## src/rtl/ddr_mch_burst_ctrl.sv

```systemverilog
// Round-robin DDR burst arbiter and per-channel frame address generator for CH_NUM write and CH_NUM read streams.
// Latency: request/address/channel are registered one cycle after the grant decision; at least one IDLE cycle between bursts.
// Backpressure: a request holds ddr_addr/ddr_ch stable until its matching finish pulse; channels wait on FIFO fill levels.
module ddr_mch_burst_ctrl #(
  parameter int CH_NUM  = 2,
  parameter int ADDR_W  = 25,
  parameter int LEN_W   = 10,
  parameter int USE_W   = 10,
  parameter int WRAP_EN = 0,
  localparam int CH_W   = (CH_NUM > 1) ? $clog2(CH_NUM) : 1
) (
  input  logic                     clk_ref,
  input  logic                     rst,
  input  logic                     ddr_init_done,
  input  logic [LEN_W-1:0]         wr_length,
  input  logic [LEN_W-1:0]         rd_length,
  input  logic [CH_NUM*ADDR_W-1:0] wr_base,
  input  logic [CH_NUM*ADDR_W-1:0] wr_max,
  input  logic [CH_NUM*ADDR_W-1:0] rd_base,
  input  logic [CH_NUM*ADDR_W-1:0] rd_max,
  input  logic [CH_NUM-1:0]        wr_load,
  input  logic [CH_NUM-1:0]        rd_load,
  input  logic [CH_NUM*USE_W-1:0]  wrf_use,
  input  logic [CH_NUM*USE_W-1:0]  rdf_use,
  input  logic [CH_NUM-1:0]        rd_enable,
  output logic                     ddr_wr_req,
  output logic                     ddr_rd_req,
  output logic [ADDR_W-1:0]        ddr_addr,
  output logic [CH_W-1:0]          ddr_ch,
  input  logic                     ddr_wr_finish,
  input  logic                     ddr_rd_finish,
  output logic [CH_NUM-1:0]        frame_write_done,
  output logic [CH_NUM-1:0]        frame_read_done
);

  localparam int CMP_W = (USE_W > LEN_W) ? USE_W : LEN_W;

  typedef enum logic [1:0] {IDLE, WR, RD} state_t;

  state_t              state, state_nxt;
  logic [ADDR_W-1:0]   wr_ptr [CH_NUM];
  logic [ADDR_W-1:0]   rd_ptr [CH_NUM];
  logic [ADDR_W:0]     wr_sum [CH_NUM];
  logic [ADDR_W:0]     rd_sum [CH_NUM];
  logic [CH_NUM-1:0]   wr_fit, rd_fit;
  logic [CH_NUM-1:0]   wr_load_q, rd_load_q, wr_rise, rd_rise;
  logic [CH_NUM-1:0]   wr_elig, rd_elig;
  logic [CH_W-1:0]     wr_rr, rd_rr, wr_pick, rd_pick;
  logic                grant_wr, grant_rd, fin_wr, fin_rd;

  // First eligible channel searching upward from rr+1, wrapping modulo CH_NUM.
  function automatic logic [CH_W-1:0] rr_pick(input logic [CH_NUM-1:0] elig,
                                              input logic [CH_W-1:0]   rr);
    logic [CH_W-1:0] pick;
    logic [CH_W-1:0] idx;
    pick = rr;
    for (int k = CH_NUM; k >= 1; k--) begin
      idx = CH_W'((int'(rr) + k) % CH_NUM);
      if (elig[idx]) pick = idx;
    end
    return pick;
  endfunction

  // Eligibility, load edges and end-of-frame arithmetic (one extra bit so the sum never wraps).
  always_comb begin
    wr_rise = wr_load & ~wr_load_q;
    rd_rise = rd_load & ~rd_load_q;
    for (int i = 0; i < CH_NUM; i++) begin
      wr_elig[i] = (CMP_W'(wrf_use[i*USE_W +: USE_W]) >= CMP_W'(wr_length)) &&
                   ((WRAP_EN != 0) || !frame_write_done[i]);
      rd_elig[i] = rd_enable[i] &&
                   (CMP_W'(rdf_use[i*USE_W +: USE_W]) < CMP_W'(rd_length)) &&
                   ((WRAP_EN != 0) || !frame_read_done[i]);
      wr_sum[i]  = {1'b0, wr_ptr[i]} + (ADDR_W+1)'(wr_length);
      rd_sum[i]  = {1'b0, rd_ptr[i]} + (ADDR_W+1)'(rd_length);
      wr_fit[i]  = wr_sum[i] < {1'b0, wr_max[i*ADDR_W +: ADDR_W]};
      rd_fit[i]  = rd_sum[i] < {1'b0, rd_max[i*ADDR_W +: ADDR_W]};
    end
    wr_pick = rr_pick(wr_elig, wr_rr);
    rd_pick = rr_pick(rd_elig, rd_rr);
  end

  // FSM state register.
  always_ff @(posedge clk_ref) begin
    if (rst) state <= IDLE;
    else     state <= state_nxt;
  end

  // FSM next state: writes win over reads in IDLE; bursts end only on their own finish pulse.
  always_comb begin
    state_nxt = state;
    case (state)
      IDLE: begin
        if (ddr_init_done && (|wr_elig))      state_nxt = WR;
        else if (ddr_init_done && (|rd_elig)) state_nxt = RD;
      end
      WR:      if (ddr_wr_finish) state_nxt = IDLE;
      RD:      if (ddr_rd_finish) state_nxt = IDLE;
      default: state_nxt = IDLE;
    endcase
  end

  // FSM decode: grant and finish strobes that drive the registered datapath.
  always_comb begin
    grant_wr = (state == IDLE) && ddr_init_done && (|wr_elig);
    grant_rd = (state == IDLE) && ddr_init_done && !(|wr_elig) && (|rd_elig);
    fin_wr   = (state == WR) && ddr_wr_finish;
    fin_rd   = (state == RD) && ddr_rd_finish;
  end

  // Registered request, address, channel and round-robin pointers.
  always_ff @(posedge clk_ref) begin
    if (rst) begin
      ddr_wr_req <= 1'b0;
      ddr_rd_req <= 1'b0;
      ddr_addr   <= '0;
      ddr_ch     <= '0;
      wr_rr      <= CH_W'(CH_NUM - 1);
      rd_rr      <= CH_W'(CH_NUM - 1);
    end else begin
      if (grant_wr) begin
        ddr_wr_req <= 1'b1;
        ddr_ch     <= wr_pick;
        ddr_addr   <= wr_ptr[wr_pick];
        wr_rr      <= wr_pick;
      end else if (grant_rd) begin
        ddr_rd_req <= 1'b1;
        ddr_ch     <= rd_pick;
        ddr_addr   <= rd_ptr[rd_pick];
        rd_rr      <= rd_pick;
      end
      if (fin_wr) ddr_wr_req <= 1'b0;
      if (fin_rd) ddr_rd_req <= 1'b0;
    end
  end

  // Per-channel frame pointers: read-disable beats load, load beats the finish update.
  always_ff @(posedge clk_ref) begin
    if (rst) begin
      wr_load_q        <= '0;
      rd_load_q        <= '0;
      frame_write_done <= '0;
      frame_read_done  <= '0;
      for (int i = 0; i < CH_NUM; i++) begin
        wr_ptr[i] <= '0;
        rd_ptr[i] <= '0;
      end
    end else begin
      wr_load_q <= wr_load;
      rd_load_q <= rd_load;
      for (int i = 0; i < CH_NUM; i++) begin
        if (wr_rise[i]) begin
          wr_ptr[i]           <= wr_base[i*ADDR_W +: ADDR_W];
          frame_write_done[i] <= 1'b0;
        end else if (fin_wr && (ddr_ch == CH_W'(i))) begin
          if (wr_fit[i]) begin
            wr_ptr[i] <= wr_sum[i][ADDR_W-1:0];
          end else begin
            frame_write_done[i] <= 1'b1;
            if (WRAP_EN != 0) wr_ptr[i] <= wr_base[i*ADDR_W +: ADDR_W];
          end
        end else if (WRAP_EN != 0) begin
          frame_write_done[i] <= 1'b0;
        end

        if (!rd_enable[i]) begin
          rd_ptr[i]          <= rd_base[i*ADDR_W +: ADDR_W];
          frame_read_done[i] <= 1'b0;
        end else if (rd_rise[i]) begin
          rd_ptr[i]          <= rd_base[i*ADDR_W +: ADDR_W];
          frame_read_done[i] <= 1'b0;
        end else if (fin_rd && (ddr_ch == CH_W'(i))) begin
          if (rd_fit[i]) begin
            rd_ptr[i] <= rd_sum[i][ADDR_W-1:0];
          end else begin
            frame_read_done[i] <= 1'b1;
            if (WRAP_EN != 0) rd_ptr[i] <= rd_base[i*ADDR_W +: ADDR_W];
          end
        end else if (WRAP_EN != 0) begin
          frame_read_done[i] <= 1'b0;
        end
      end
    end
  end

endmodule

```

## config.mk

```make
export PLATFORM = sky130hd
export DESIGN_NAME = ddr_mch_burst_ctrl
export DESIGN_NICKNAME = d
export VERILOG_FILES = /design/src/rtl/ddr_mch_burst_ctrl.sv
export SDC_FILE = /design/constraint.sdc
export NUM_CORES = 1
export LEC_CHECK = 0
export ABC_AREA = 1
export BUFFER_PORTS_ARGS = -buffer_cell sky130_fd_sc_hd__buf_2
export CAP_MARGIN = 30
export CELL_PAD_IN_SITES_DETAIL_PLACEMENT = 0
export CELL_PAD_IN_SITES_GLOBAL_PLACEMENT = 1
export CORE_MARGIN = 1
export CORE_UTILIZATION = 35
export DETAILED_ROUTE_END_ITERATION = 8
export GPL_TIMING_DRIVEN = 0
export PLACE_DENSITY_LB_ADDON = 0.05
export REMOVE_ABC_BUFFERS = 1
export SLEW_MARGIN = 25
export SYNTH_ARGS = -nofsm -noshare
export SYNTH_HDL_FRONTEND = slang
export SYNTH_SLANG_ARGS = --single-unit
export TNS_END_PERCENT = 100
```

## constraint.sdc

```tcl
create_clock -name clk_ref -period 13.3 [get_ports clk_ref]
set_input_delay 1.33 -clock clk_ref [delete_from_list [all_inputs] [get_ports clk_ref]]
set_output_delay 1.33 -clock clk_ref [all_outputs]
set_load 0.05 [all_outputs]
```

==> flow_metrics.tcl <==
set metrics [dict create \
    wirelength_um 55580 \
    synthFlopType "edfxtp_1" \
    clk_latency_ns 0.46 \
    post_cts_resized 0 \
    min_path_type "reg -> reg" \
    syn_inst 2343 \
    setup_slack_ns 6.939 \
    dieArea_um2 44430 \
    grt.overflow.total 0 \
    tns_ns 0 \
    vias 15780 \
    post-place-ws_ns 6.474 \
    drv_slew 0 \
    initial_core_util_pct 35.42 \
    leakage_nw 10.32 \
    fillers 4733 \
    io_pins 303 \
    finalPower_mw 1.712 \
    dp.cells 3177 \
    clock-sinks 140 \
    yosys_warnings 0 \
    crit_chain "buf_2, ha_1, fa_1, nand2_1, o21ai_1, a21boi_0, o21ai_0, xor2_1, ha_1, nand2_1, nor2_1, nand3_1, nand3_1, nand2_1, nand2_1, nand2_1, nand2_1, nand2_1, nand2_1, nand2_1, buf_8, nand3_2, nand3_2" \
    worst_pin_slew_ns 0.9965 \
    layout_common_cells "nand2_1 (699), inv_1 (447), buf_2 (302)" \
    powerDensity_nw_per_um2 95.26 \
    die_h_um 210.8 \
    postSynth.asyncResetShare_pct 0 \
    peakVddDrop_mv 0.05520 \
    mostFrequentLayoutCell "nand2_1" \
    antenna_found_initial 0 \
    fin_crit_sh_pct 47.83 \
    chipWidth_um 210.8 \
    drc 0 \
    relSlewSlack_pct 33.40 \
    numCtsBuffers 17 \
    area_growth_pct 17.76 \
    crit_fanout 26 \
    cts_tree "built" \
    htree_levels 4 \
    final_cells 3210 \
    rsz0062_at_grt "no" \
    synthesis.area_um2 15260 \
    crit_path_start_kind "input port" \
    syn_avg_cell_area_um2 6.512 \
    synth_seq_cells 140 \
    drtIter0Drc 934 \
    period_minus_slack_ns 6.361 \
    cpPeakStageDelay_ns 0.72 \
    clockBufferDepth 2 \
    grt_pass1_vias 15380 \
    routabilityCongestion 0.8936 \
    hold_violations 0 \
    numPortBuffers 302 \
    crit_required_ns 13.28 \
    critPathKind "in -> reg" \
    cts_setup_buffers 0 \
    grt_max_degree 71 \
    antenna_cells 0 \
    worstSetupEndpointType "flop" \
    clkTransAtPathRegs_ns 0.07 \
    wl_per_cell_um 17.32 \
    cts_hold_buffers 0 \
    firstDrtPassIters 5 \
    drtAntennaViolNets 0 \
    root_buffer "clkbuf_16" \
    arrival_ns 6.34 \
    cp.buffers_inverters 2 \
    globalRouteTotalUtil_pct 25.26 \
    report.final.setup_viol 0 \
    ys_seq_area_share_pct 24.93 \
    dp_hpwl_um 45980 \
    finClkSkew_ns 0.01143 \
    drive_above_1_share_pct 14.36 \
    core_um2 43080 \
    slowest_stage "nand3_2" \
    row_count 76 \
    max_freq_ghz 0.1572 \
    status "finished, final reports clean" \
    grt_pass1_wl_um 85050 \
    via_per_inst 4.914 \
    crit_family "simple AND/OR/NAND/NOR gates" \
    crit_path_frequent_cell "nand2_1" \
    cap_viol_max_count 0 \
    nets 3061 \
    synth_edf_count 100 \
    ys_types 47 \
]
==> logic make-up after synthesis <==
| kind of cell | after synthesis | synth area share (%) |
|---|---|---|
| AOI/OAI and AO/OA | 282 | 10.63 |
| xor gates and xnor gates | 74 | 4.248 |
| adders and majority gates | 178 | 14.79 |
| buffers and inverters | 513 | 12.99 |
| DFF | 140 | 24.93 |
| and+or+nand+nor | 1156 | 32.41 |
==> through the flow <==
step                hold slack [ns]  utilization [%]  instance area, um2
global placement             0.5006            39.96               17210
CTS                          0.5230            41.68               17950
floorplan                    0.4816                -               14970
detailed placement           0.5029            40.33               17370
global route                 0.5411            41.71               17970
finish                       0.5250            41.71               17970
==> final cells by class <==
class	instances	area (um2)	share of cell area, %
multi-input combinational	1690	9505	52.90
tap	585	732.0	4.074
clock inverter	13	115.1	0.6406
sequential	140	3804	21.17
inverter	451	1693	9.421
timing repair buffer	312	1655	9.212
clock buffer	19	464.2	2.583
==> state kept, by name, summed over array words and instances (netlist names) <==
| register | cells |
|---|---|
| ddr_wr_req | 1 |
| wr_rr | 1 |
| frame_write_done | 2 |
| ddr_ch | 1 |
| ddr_rd_req | 1 |
| wr_ptr | 50 |
| wr_load_q | 2 |
| frame_read_done | 2 |
| state | 2 |
| rd_ptr | 50 |
| rd_rr | 1 |
| rd_load_q | 2 |
| ddr_addr | 25 |
==> where the power goes <==
part	switching [mW]	internal, mW	total (mW)
Combinational	0.435	0.218	0.653
Sequential	0.0436	0.516	0.560
Clock	0.235	0.263	0.498
==> cells in the mapped netlist (11+ instances only) <==
| cell type | instances | area [um2] |
|---|---|---|
| a21boi_0 | 42 | 315.3 |
| a21o_1 | 11 | 82.58 |
| a21oi_1 | 94 | 470.5 |
| buf_2 | 27 | 135.1 |
| clkbuf_1 | 31 | 116.4 |
| dfxtp_1 | 40 | 800.8 |
| edfxtp_1 | 100 | 3003 |
| ha_1 | 174 | 2177 |
| inv_1 | 447 | 1678 |
| nand2_1 | 700 | 2628 |
| nand3_1 | 163 | 815.8 |
| nand4_1 | 74 | 462.9 |
| nor2_1 | 154 | 578.1 |
| nor3_1 | 27 | 135.1 |
| nor4_1 | 11 | 68.82 |
| o21ai_0 | 104 | 520.5 |
| xnor2_1 | 14 | 122.6 |
| xor2_1 | 60 | 525.5 |
==> worst register-to-register path, cell delays in order, from the launching register on <==
cell	delay (ns)
edfxtp_1	0.40
ha_1	0.23
fa_1	0.44
nand2_1	0.09
o21ai_1	0.08
a21boi_0	0.42
o21ai_0	0.29
xor2_1	0.25
ha_1	0.33
nand2_1	0.06
nor2_1	0.17
nand3_1	0.10
nand3_1	0.12
nand2_1	0.07
nand2_1	0.12
nand2_1	0.07
nand2_1	0.06
nand2_1	0.04
nand2_1	0.06
nand2_1	0.35
buf_8	0.31
nand3_2	0.43
nand3_2	0.72
==> final timing paths <==
check | from | to | slack (ns) | cells after the start
worst max-delay path | wr_length[0] | wr_ptr[1][23]$_DFFE_PP_ | 6.94 | 23
worst min-delay path | ddr_ch$_SDFFE_PP0P_ | ddr_ch$_SDFFE_PP0P_ | 0.52 | 2
worst max register to register | wr_ptr[1][0]$_DFFE_PP_ | wr_ptr[1][23]$_DFFE_PP_ | 7.60 | 22
worst min register to register | ddr_ch$_SDFFE_PP0P_ | ddr_ch$_SDFFE_PP0P_ | 0.52 | 2
==> routing by layer <==
| metal | wire [um] | vias up | share of wire (%) | global-route usage, % |
|---|---|---|---|---|
| li1 | - | 8059 | - | - |
| met1 | 24520 | 7286 | 44 | 31.35 |
| met2 | 27640 | 368 | 50 | 45.79 |
| met3 | 2103 | 62 | 3.8 | 2.736 |
| met4 | 1320 | 0 | 2.4 | 7.246 |
| met5 | 0 | - | 0 | 0 |
Power figures use the tool's default switching activity.
